--- src/rtl/multicycle_controller.sv ---
// multicycle_controller
//   Control FSM for a multicycle RV32I-style datapath. Each instruction walks
//   FETCH -> DECODE -> EXEC [-> MEM] [-> WB]. Unsupported encodings park the
//   controller in TRAP until reset.
//
// Ports
//   sysCLK         clock, rising edge
//   pRST           asynchronous active-high reset
//   instr[31:0]    instruction word, valid while state is FETCH
//   BrEq, BrLt     rs1/rs2 comparator results
//   memReady       data-memory completion, sampled in MEM
//   PCWEn, PCSel   PC write enable / select (0 = PC+4, 1 = ALU)
//   IRWEn          instruction register write enable
//   ASel, BSel     ALU operand selects (ASel 1 = PC, BSel 1 = immediate)
//   BrUn           unsigned branch compare
//   MemReq, MemRW  data-memory request / direction (1 = write)
//   RegWEn         register file write enable
//   ImmSel[2:0]    immediate format (I, S, SB, U, UJ)
//   ALUSel[3:0]    ALU operation
//   WBSel[1:0]     write-back source (ALU, memory, PC+4)
//   state[2:0]     current FSM state
//   illegal        high while trapped
//   retired        count of PC updates, wraps
module multicycle_controller #(
    parameter int unsigned CNT_W = 16
) (
    input  logic             sysCLK,
    input  logic             pRST,
    input  logic [31:0]      instr,
    input  logic             BrEq,
    input  logic             BrLt,
    input  logic             memReady,
    output logic             PCWEn,
    output logic             PCSel,
    output logic             IRWEn,
    output logic             ASel,
    output logic             BSel,
    output logic             BrUn,
    output logic             MemReq,
    output logic             MemRW,
    output logic             RegWEn,
    output logic [2:0]       ImmSel,
    output logic [3:0]       ALUSel,
    output logic [1:0]       WBSel,
    output logic [2:0]       state,
    output logic             illegal,
    output logic [CNT_W-1:0] retired
);

    typedef enum logic [2:0] {
        S_FETCH  = 3'd0,
        S_DECODE = 3'd1,
        S_EXEC   = 3'd2,
        S_MEM    = 3'd3,
        S_WB     = 3'd4,
        S_TRAP   = 3'd5
    } state_t;

    typedef enum logic [3:0] {
        ALU_ADD   = 4'd0,
        ALU_SUB   = 4'd1,
        ALU_SLL   = 4'd2,
        ALU_SLT   = 4'd3,
        ALU_SLTU  = 4'd4,
        ALU_XOR   = 4'd5,
        ALU_SRL   = 4'd6,
        ALU_SRA   = 4'd7,
        ALU_OR    = 4'd8,
        ALU_AND   = 4'd9,
        ALU_PASSB = 4'd10
    } alu_t;

    typedef enum logic [2:0] {
        IMM_I  = 3'd0,
        IMM_S  = 3'd1,
        IMM_SB = 3'd2,
        IMM_U  = 3'd3,
        IMM_UJ = 3'd4
    } imm_t;

    state_t           state_q, state_d;
    logic [31:0]      ir_q;
    logic [CNT_W-1:0] retired_q;

    logic [6:0] opcode;
    logic [2:0] funct3;
    logic [6:0] funct7;
    logic       ir_unused;

    assign opcode    = ir_q[6:0];
    assign funct3    = ir_q[14:12];
    assign funct7    = ir_q[31:25];
    // Register and immediate fields belong to the datapath, not the controller.
    assign ir_unused = ^{ir_q[24:15], ir_q[11:7]};

    logic is_r, is_i, is_load, is_store, is_branch;
    logic is_lui, is_auipc, is_jal, is_jalr;
    logic known_op, decode_bad;

    always_comb begin
        is_r      = (opcode == 7'b0110011);
        is_i      = (opcode == 7'b0010011);
        is_load   = (opcode == 7'b0000011);
        is_store  = (opcode == 7'b0100011);
        is_branch = (opcode == 7'b1100011);
        is_lui    = (opcode == 7'b0110111);
        is_auipc  = (opcode == 7'b0010111);
        is_jal    = (opcode == 7'b1101111);
        is_jalr   = (opcode == 7'b1100111);
        known_op  = is_r | is_i | is_load | is_store | is_branch |
                    is_lui | is_auipc | is_jal | is_jalr;

        decode_bad = !known_op;
        if (is_r) begin
            if (funct7 != 7'b0000000 && funct7 != 7'b0100000)
                decode_bad = 1'b1;
            if (funct7 == 7'b0100000 && funct3 != 3'b000 && funct3 != 3'b101)
                decode_bad = 1'b1;
        end
        if (is_branch && (funct3 == 3'b010 || funct3 == 3'b011))
            decode_bad = 1'b1;
        if (is_i && (funct3 == 3'b001 || funct3 == 3'b101) &&
            funct7 != 7'b0000000 && funct7 != 7'b0100000)
            decode_bad = 1'b1;
    end

    logic taken;

    always_comb begin
        case (funct3)
            3'b000:  taken = BrEq;
            3'b001:  taken = !BrEq;
            3'b100:  taken = BrLt;
            3'b101:  taken = !BrLt;
            3'b110:  taken = BrLt;
            3'b111:  taken = !BrLt;
            default: taken = 1'b0;
        endcase
    end

    // ALU-side controls depend only on IR, held steady through EXEC/MEM/WB.
    logic alu_active;
    alu_t alu_c;
    imm_t imm_c;
    logic asel_c, bsel_c, brun_c;

    always_comb begin
        alu_c  = ALU_ADD;
        imm_c  = IMM_I;
        asel_c = 1'b0;
        bsel_c = 1'b0;
        brun_c = 1'b0;
        alu_active = (state_q == S_EXEC) || (state_q == S_MEM) || (state_q == S_WB);
        if (alu_active) begin
            if (is_r || is_i) begin
                bsel_c = is_i;
                case (funct3)
                    3'b000:  alu_c = (is_r && ir_q[30]) ? ALU_SUB : ALU_ADD;
                    3'b001:  alu_c = ALU_SLL;
                    3'b010:  alu_c = ALU_SLT;
                    3'b011:  alu_c = ALU_SLTU;
                    3'b100:  alu_c = ALU_XOR;
                    3'b101:  alu_c = ir_q[30] ? ALU_SRA : ALU_SRL;
                    3'b110:  alu_c = ALU_OR;
                    default: alu_c = ALU_AND;
                endcase
            end else if (is_load || is_jalr) begin
                bsel_c = 1'b1;
            end else if (is_store) begin
                bsel_c = 1'b1;
                imm_c  = IMM_S;
            end else if (is_branch) begin
                asel_c = 1'b1;
                bsel_c = 1'b1;
                imm_c  = IMM_SB;
                brun_c = funct3[1];
            end else if (is_jal) begin
                asel_c = 1'b1;
                bsel_c = 1'b1;
                imm_c  = IMM_UJ;
            end else if (is_auipc) begin
                asel_c = 1'b1;
                bsel_c = 1'b1;
                imm_c  = IMM_U;
            end else if (is_lui) begin
                bsel_c = 1'b1;
                imm_c  = IMM_U;
                alu_c  = ALU_PASSB;
            end
        end
    end

    logic       pcwen_c, pcsel_c, irwen_c, memreq_c, memrw_c, regwen_c;
    logic [1:0] wbsel_c;

    always_comb begin
        state_d  = state_q;
        pcwen_c  = 1'b0;
        pcsel_c  = 1'b0;
        irwen_c  = 1'b0;
        memreq_c = 1'b0;
        memrw_c  = 1'b0;
        regwen_c = 1'b0;
        wbsel_c  = 2'b00;
        case (state_q)
            S_FETCH: begin
                irwen_c = 1'b1;
                state_d = S_DECODE;
            end
            S_DECODE: begin
                state_d = decode_bad ? S_TRAP : S_EXEC;
            end
            S_EXEC: begin
                if (is_branch) begin
                    pcwen_c = 1'b1;
                    pcsel_c = taken;
                    state_d = S_FETCH;
                end else if (is_load || is_store) begin
                    state_d = S_MEM;
                end else begin
                    state_d = S_WB;
                end
            end
            S_MEM: begin
                memreq_c = 1'b1;
                memrw_c  = is_store;
                if (memReady) begin
                    if (is_store) begin
                        pcwen_c = 1'b1;
                        state_d = S_FETCH;
                    end else begin
                        state_d = S_WB;
                    end
                end
            end
            S_WB: begin
                regwen_c = 1'b1;
                pcwen_c  = 1'b1;
                pcsel_c  = is_jal || is_jalr;
                if (is_load)
                    wbsel_c = 2'b01;
                else if (is_jal || is_jalr)
                    wbsel_c = 2'b10;
                state_d = S_FETCH;
            end
            S_TRAP: begin
                state_d = S_TRAP;
            end
            default: begin
                state_d = S_FETCH;
            end
        endcase
    end

    always_ff @(posedge sysCLK or posedge pRST) begin
        if (pRST) begin
            state_q   <= S_FETCH;
            ir_q      <= '0;
            retired_q <= '0;
        end else begin
            state_q <= state_d;
            if (irwen_c)
                ir_q <= instr;
            if (pcwen_c)
                retired_q <= retired_q + CNT_W'(1);
        end
    end

    // Reset gates the enables directly so they drop without waiting for a clock.
    assign PCWEn   = pcwen_c  & ~pRST;
    assign IRWEn   = irwen_c  & ~pRST;
    assign MemReq  = memreq_c & ~pRST;
    assign MemRW   = memrw_c  & ~pRST;
    assign RegWEn  = regwen_c & ~pRST;
    assign PCSel   = pcsel_c;
    assign WBSel   = wbsel_c;
    assign ASel    = asel_c;
    assign BSel    = bsel_c;
    assign BrUn    = brun_c;
    assign ImmSel  = imm_c;
    assign ALUSel  = alu_c;
    assign state   = state_q;
    assign illegal = (state_q == S_TRAP);
    assign retired = retired_q;

endmodule

--- config.mk ---
export PLATFORM = sky130hd
export DESIGN_NAME = multicycle_controller
export DESIGN_NICKNAME = d
export VERILOG_FILES = /design/src/rtl/multicycle_controller.sv
export SDC_FILE = /design/constraint.sdc
export NUM_CORES = 1
export LEC_CHECK = 0
export ABC_CLOCK_PERIOD_IN_PS = 5500
export BUFFER_PORTS_ARGS = -buffer_cell sky130_fd_sc_hd__buf_2
export CAP_MARGIN = 5
export CORE_AREA = 2 2 64 72
export CTS_BUF_LIST = sky130_fd_sc_hd__clkbuf_4 sky130_fd_sc_hd__clkbuf_8 sky130_fd_sc_hd__clkbuf_16
export CTS_CLUSTER_DIAMETER = 120
export CTS_CLUSTER_SIZE = 24
export DETAILED_ROUTE_END_ITERATION = 16
export DIE_AREA = 0 0 66 74
export PLACE_DENSITY_LB_ADDON = 0.05
export SETUP_SLACK_MARGIN = 0.1
export SLEW_MARGIN = 20
export SYNTH_ARGS = -nofsm -noshare
export SYNTH_HDL_FRONTEND = slang
export SYNTH_SLANG_ARGS = --single-unit
--- constraint.sdc ---
create_clock -name sysCLK -period 5.5 [get_ports sysCLK]
set_input_delay 0.55 -clock sysCLK [delete_from_list [all_inputs] [get_ports sysCLK]]
set_output_delay 0.55 -clock sysCLK [all_outputs]
set_load 0.02 [all_outputs]
==> impl_metrics.ini, run 1 <==
[sta]
tns_ps = 0
fin_ws_ps = 2356
grt_setup_unrepaired = false
setup_violations = 0
fin_skew_ps = 8.297
hold_viol_final = 0
maxSlewViolCount = 0
max_slew_margin = 0.4497
worst_slew_pin_slew_ps = 825.4
layout_min_cycle_time_ps = 3144
fin_crit_sh = 0.5716
whs_ps = 441.1
fmax_mhz = 318.1

[global_route]
grt_pass1_wl_mm = 7.893
grt_use_total = 0.2119
antenna_found_initial = 0
grt_max_degree = 37
grt_overflow = 0
grt_pass1_vias = 1639

[detailed_routing]
drt_iter0_drc = 102
drt-vias-per-instance = 5.606
drt_wl_total_mm = 4.866
drc_errors = 0
wl_per_cell_um = 15.11
first_pass_iters = 4
via_count = 1805
drtAntennaViolNets = 0

[cts]
cts.htree.levels = 2
clockBufferDepth = 2
cts.sinks = 36
cts_root_buf = clkbuf_8
cts_inserted_buffers = 5
cts_resized = 0
clock_latency_ps = 290
cts_setup_buffers = 0
hold_buffers = 0
clk_pin_slew_ps = 70
cts_tree = yes

[yosys]
synth_nets = 253
syn_avg_cell_area_um2 = 10.07
synth-seq-area-share = 0.4162
synth_top_area_cell = dfrtp_1
synthDistinctLibCells = 52
yosys_warnings = 0
async_reset_ff_frac = 1.000
synthTopCellsByArea = dfrtp_1 (42%), mux2_2 (8.8%), xnor2_1 (6.5%)
synth-edff-count = 0
synth_common_cells = dfrtp_1 (36), mux2_2 (17), xnor2_1 (16)
synth_top_area_frac = 0.4162
ys.flop_type = dfrtp_1
syn_area_mm2 = 0.002165
synthCells = 215
synth_most_common_cell = dfrtp_1
synth-seq-cells = 36

[place]
dp_hpwl_mm = 3.531
numPlacedInstances = 315
gp_congestion = 0.7805
portBuffers = 59
preCtsSetupSlack_ps = 2378
dpl-instance-area_mm2 = 0.002475

[final_layout]
antenna_cells = 0
final_core_util = 0.6113
nFillCells = 369
final_cells = 322
drive_above_1_share = 0.3358
nets = 306
area_growth_pct = 18.38
final_area_mm2 = 0.002562

[critical_path]
crit_path_end_kind = primary output
crit_fanout = 18
r2r-start = state[0]$_DFFE_PP0P_
worstPathRequired_ps = 4950
critPathLaunchType = flop
cp-startpoint = state[0]$_DFFE_PP0P_
critical_path_class = flop to primary output
crit_arrival_ps = 2590

[pwr]
p_leak_nw = 1.121
power_density_mw_per_mm2 = 459.4
p_seq_frac = 0.441
p_int_uw = 672.9
p_sw_frac = 0.4284
p_switching_uw = 504.3
comb_power_share = 0.405
ir_drop_mv = 0.2473
power_frac_clock = 0.154
p_total_mw = 1.177

[floorplan]
dieWidth_um = 66
fp-row-count = 25
core_mm2 = 0.004192
start_util = 0.5164
die_area_mm2 = 0.004884
chipHeight_um = 74
ios = 75

[outcome]
status = finished, final reports clean

[worst_hold_path]
hp-class = primary input to asynchronous set/reset pin

[job]
maxCapViolations = 0
==> critical path: stages (launching register included) <==
cell	delay, ps
dfrtp_1	580
nor3b_4	690
nor2_1	290
or3_1	420
a21oi_1	130
buf_2	180
==> kinds of logic (layout without fill, tap and decap cells) <==
group / Yosys count / count (layout) / synth area share
DFF: 36 / 36 / 0.4162
xor gates and xnor gates: 17 / 17 / 0.06878
buffers and inverters: 19 / 72 / 0.03815
AOI/OAI and AO/OA: 42 / 42 / 0.1503
and+or+nand+nor: 81 / 81 / 0.2226
adders and majority gates: 1 / 1 / 0.005779
muxes: 19 / 19 / 0.09826
==> power groups by stage <==
stage | clock network, mW | logic, mW | registers (mW)
final | 0.181 | 0.476 | 0.519
after global routing | 0.199 | 0.525 | 0.540
after CTS | 0.188 | 0.479 | 0.516
after detailed placement | 0 | 0.478 | 0.520
after global placement | 0 | 0.469 | 0.519
after floorplan | 0 | 0.412 | 0.460
==> registers in the layout (all words and copies together) (netlist names) <==
name	count
state	3
ir_q	17
retired	16
==> cell type report <==
cell class	instances	area, um^2	share of cell area
Timing Repair Buffer	61	310.3	0.1211
Inverter	4	15.01	0.005859
Clock buffer	6	76.32	0.02979
Tap cell	54	67.56	0.02637
Multi-Input combinational cell	160	1187	0.4634
Sequential cell	36	900.9	0.3516
Clock inverter	1	5.005	0.001953
==> layer usage <==
| metal | wire length, um | vias up | track usage |
|---|---|---|---|
| met5 | 0 | - | 0 |
| met4 | 67 | 0 | 0.07029 |
| li1 | - | 893 | - |
| met2 | 2320 | 50 | 0.3367 |
| met3 | 270 | 7 | 0.04690 |
| met1 | 2207 | 855 | 0.2915 |
==> worst paths after layout <==
kind	endpoint	slack, ps	depth (start not counted)
min in group sysCLK	retired[15]$_DFFE_PP0P_	470	1
max in group asynchronous	retired[10]$_DFFE_PP0P_	4740	3
hold reg to reg	retired[15]$_DFFE_PP0P_	470	1
hold / removal	retired[9]$_DFFE_PP0P_	440	3
setup reg to reg	retired[1]$_DFFE_PP0P_	3150	4
setup / recovery	ALUSel[1]	2360	5
==> placed cells by master (no fill, tap or decap), types with 2 or more instances in the layout <==
cell type,netlist,layout
or3_1,4,4
buf_4,0,2
o2111ai_1,7,7
o21ai_0,5,5
and3_1,3,3
o211ai_1,2,2
mux2_2,17,17
inv_1,4,4
a211oi_1,2,2
nor3_1,7,7
nand2b_1,8,8
clkbuf_8,0,5
o21ai_1,2,2
o41ai_1,2,2
buf_2,3,59
dfrtp_1,36,36
nor4_1,2,2
nor2b_1,8,8
nand2_1,13,13
nand4_1,3,3
nor3b_1,2,2
nor2_1,13,13
o32ai_1,2,2
and3b_1,2,2
nand3_1,6,6
a21oi_1,9,9
xnor2_1,16,16
No activity file was read; power rests on OpenSTA's default activity.
==> run 2: changes to the inputs <==
Settings changed: ABC_CLOCK_PERIOD_IN_PS 5500 to 3080, CORE_AREA 2 2 64 72 to 2 2 66 75, DIE_AREA 0 0 66 74 to 0 0 68 77.
Clock period 5.5 ns to 3.08 ns, I/O delays scaled along.
==> impl_metrics.ini, run 2 (synthesis results as in run 1) <==
[detailed_routing]
drc_errors = 0
via_count = 1810
first_pass_iters = 4
routed.top_layer = met4
drtAntennaViolNets = 0
wl_per_cell_um = 15.06
wl_met2_mm = 2.313
drt_iter0_drc = 96
drt-vias-per-instance = 5.535
met1_length_mm = 2.252
met3_length_um = 285
drt_wl_total_mm = 4.924

[pwr]
p_leak_nw = 1.134
ir_drop_mv = 0.4110
p_total_mw = 2.154
p_int_mw = 1.230
p_sw_frac = 0.4288
p_switching_uw = 923.5
comb_power_share = 0.399
power_density_mw_per_mm2 = 831.7
power_frac_clock = 0.169
p_seq_frac = 0.431

[place]
portBuffers = 59
gp_congestion = 0.8350
dp_hpwl_mm = 3.581

[global_route]
antenna_found_initial = 0
grt_overflow = 0
grt_max_degree = 37
grt_pass1_vias = 1799
grt_use_total = 0.2023
grt_pass1_wl_mm = 8.183

[sta]
worst_slew_pin_slew_ps = 538.5
tns_ps = 0
max_slew_margin = 0.6397
maxSlewViolCount = 0
hold_viol_final = 0
fin_crit_sh = 0.8407
fmax_mhz = 386.2
grt_setup_unrepaired = false
whs_ps = 183.4
fin_skew_ps = 5.516
layout_min_cycle_time_ps = 2589
setup_violations = 0

[critical_path]
crit_arrival_ps = 2280
worstPathRequired_ps = 2770
critical_path_class = flop to primary output
crit_slowest_cell = dfrtp_1
crit_fanout = 9
crit_path_end_kind = primary output
critPathLaunchType = flop
crit_chain = and4bb_1 -> a31oi_1 -> or3_1 -> a2111oi_2 -> buf_2
max_stage_delay_ps = 460

[floorplan]
ios = 75
fp-row-count = 26
die_area_mm2 = 0.005236
chipHeight_um = 77
core_mm2 = 0.004489
start_util = 0.4822
dieWidth_um = 68

[cts]
cts_root_buf = clkbuf_8
clock_latency_ps = 290
hold_buffers = 0
clockBufferDepth = 2
clk_pin_slew_ps = 80
cts_setup_buffers = 0
cts_inserted_buffers = 5
cts_tree = yes
cts.sinks = 36
cts.htree.levels = 2
cts_resized = 0

[worst_hold_path]
hp-class = primary input to asynchronous set/reset pin

[final_layout]
top_register = ir_q
final_common_cell = buf_2
antenna_cells = 0
layout_common_cells = buf_2 (59), dfrtp_1 (36), mux2_2 (17)
area_growth_pct = 19.65
largest_register_ff_count = 17
nets = 308
drive_above_1_share = 0.3432

[job]
maxCapViolations = 0

[outcome]
status = finished, final reports clean
==> run 2: changes by cell type in the layout (fill, tap and decap cells not counted) <==
cell / delta
buf_4: +2
nor3b_4: -1
nor3b_2: +1
clkinv_2: -1
clkbuf_8: +1
clkinvlp_4: +1
==> run 2: power groups by stage <==
| stage | registers [mW] | logic [mW] | clock network [mW] |
|---|---|---|---|
| after floorplan | 0.821 | 0.736 | 0 |
| after global placement | 0.934 | 0.851 | 0 |
| after detailed placement | 0.934 | 0.864 | 0 |
| after CTS | 0.925 | 0.867 | 0.377 |
| after global routing | 0.968 | 0.946 | 0.405 |
| final | 0.929 | 0.860 | 0.365 |
==> run 2: worst paths after layout <==
path                                              start                       to  slack, ps  cells after the start
worst min-delay path                               pRST     state[2]$_DFFE_PP0P_        180                      3
min in group sysCLK                           instr[30]     ir_q[30]$_DFFE_PP0N_        240                      2
worst max-delay path                ir_q[3]$_DFFE_PP0N_                ALUSel[0]        490                      5
worst min register to register  retired[15]$_DFFE_PP0P_  retired[15]$_DFFE_PP0P_        480                      1
max in group asynchronous                          pRST     ir_q[27]$_DFFE_PP0N_       2580                      3
worst max register to register     state[0]$_DFFE_PP0P_   retired[8]$_DFFE_PP0P_       1040                      5
==> run 2: per-layer routing <==
layer | global-route usage | up-vias
li1 | - | 903
met1 | 0.2614 | 850
met2 | 0.3262 | 51
met3 | 0.04985 | 6
met4 | 0.06600 | 0
met5 | 0 | -
==> run 2: stage by stage <==
stage	std cells	util	worst slack, ps	instance area, um^2
after CTS	327	0.5769	492.5	2590
final	327	0.5769	490.7	2590
after global placement	319	0.5552	806.7	2492
after floorplan	215	-	467.1	2165
after detailed placement	319	0.5552	816.6	2492
after global routing	327	0.5769	360.6	2590
==> run 2: critical path: cells and delay by family (launching register included) <==
family	cells	cell delay [ps]
flip-flops	1	460
AND/OR/NAND/NOR	2	830
buffers and inverters	1	220
AO/OA/AOI/OAI	2	470
==> run 2: area by class of cell <==
type | count | area [um^2]
Fill cell | 414 | 1899
Multi-Input combinational cell | 160 | 1181
Sequential cell | 36 | 900.9
Timing Repair Buffer | 63 | 325.3
Clock buffer | 7 | 90.09
Tap cell | 56 | 70.07
Inverter | 4 | 15.01
Clock inverter | 1 | 7.507
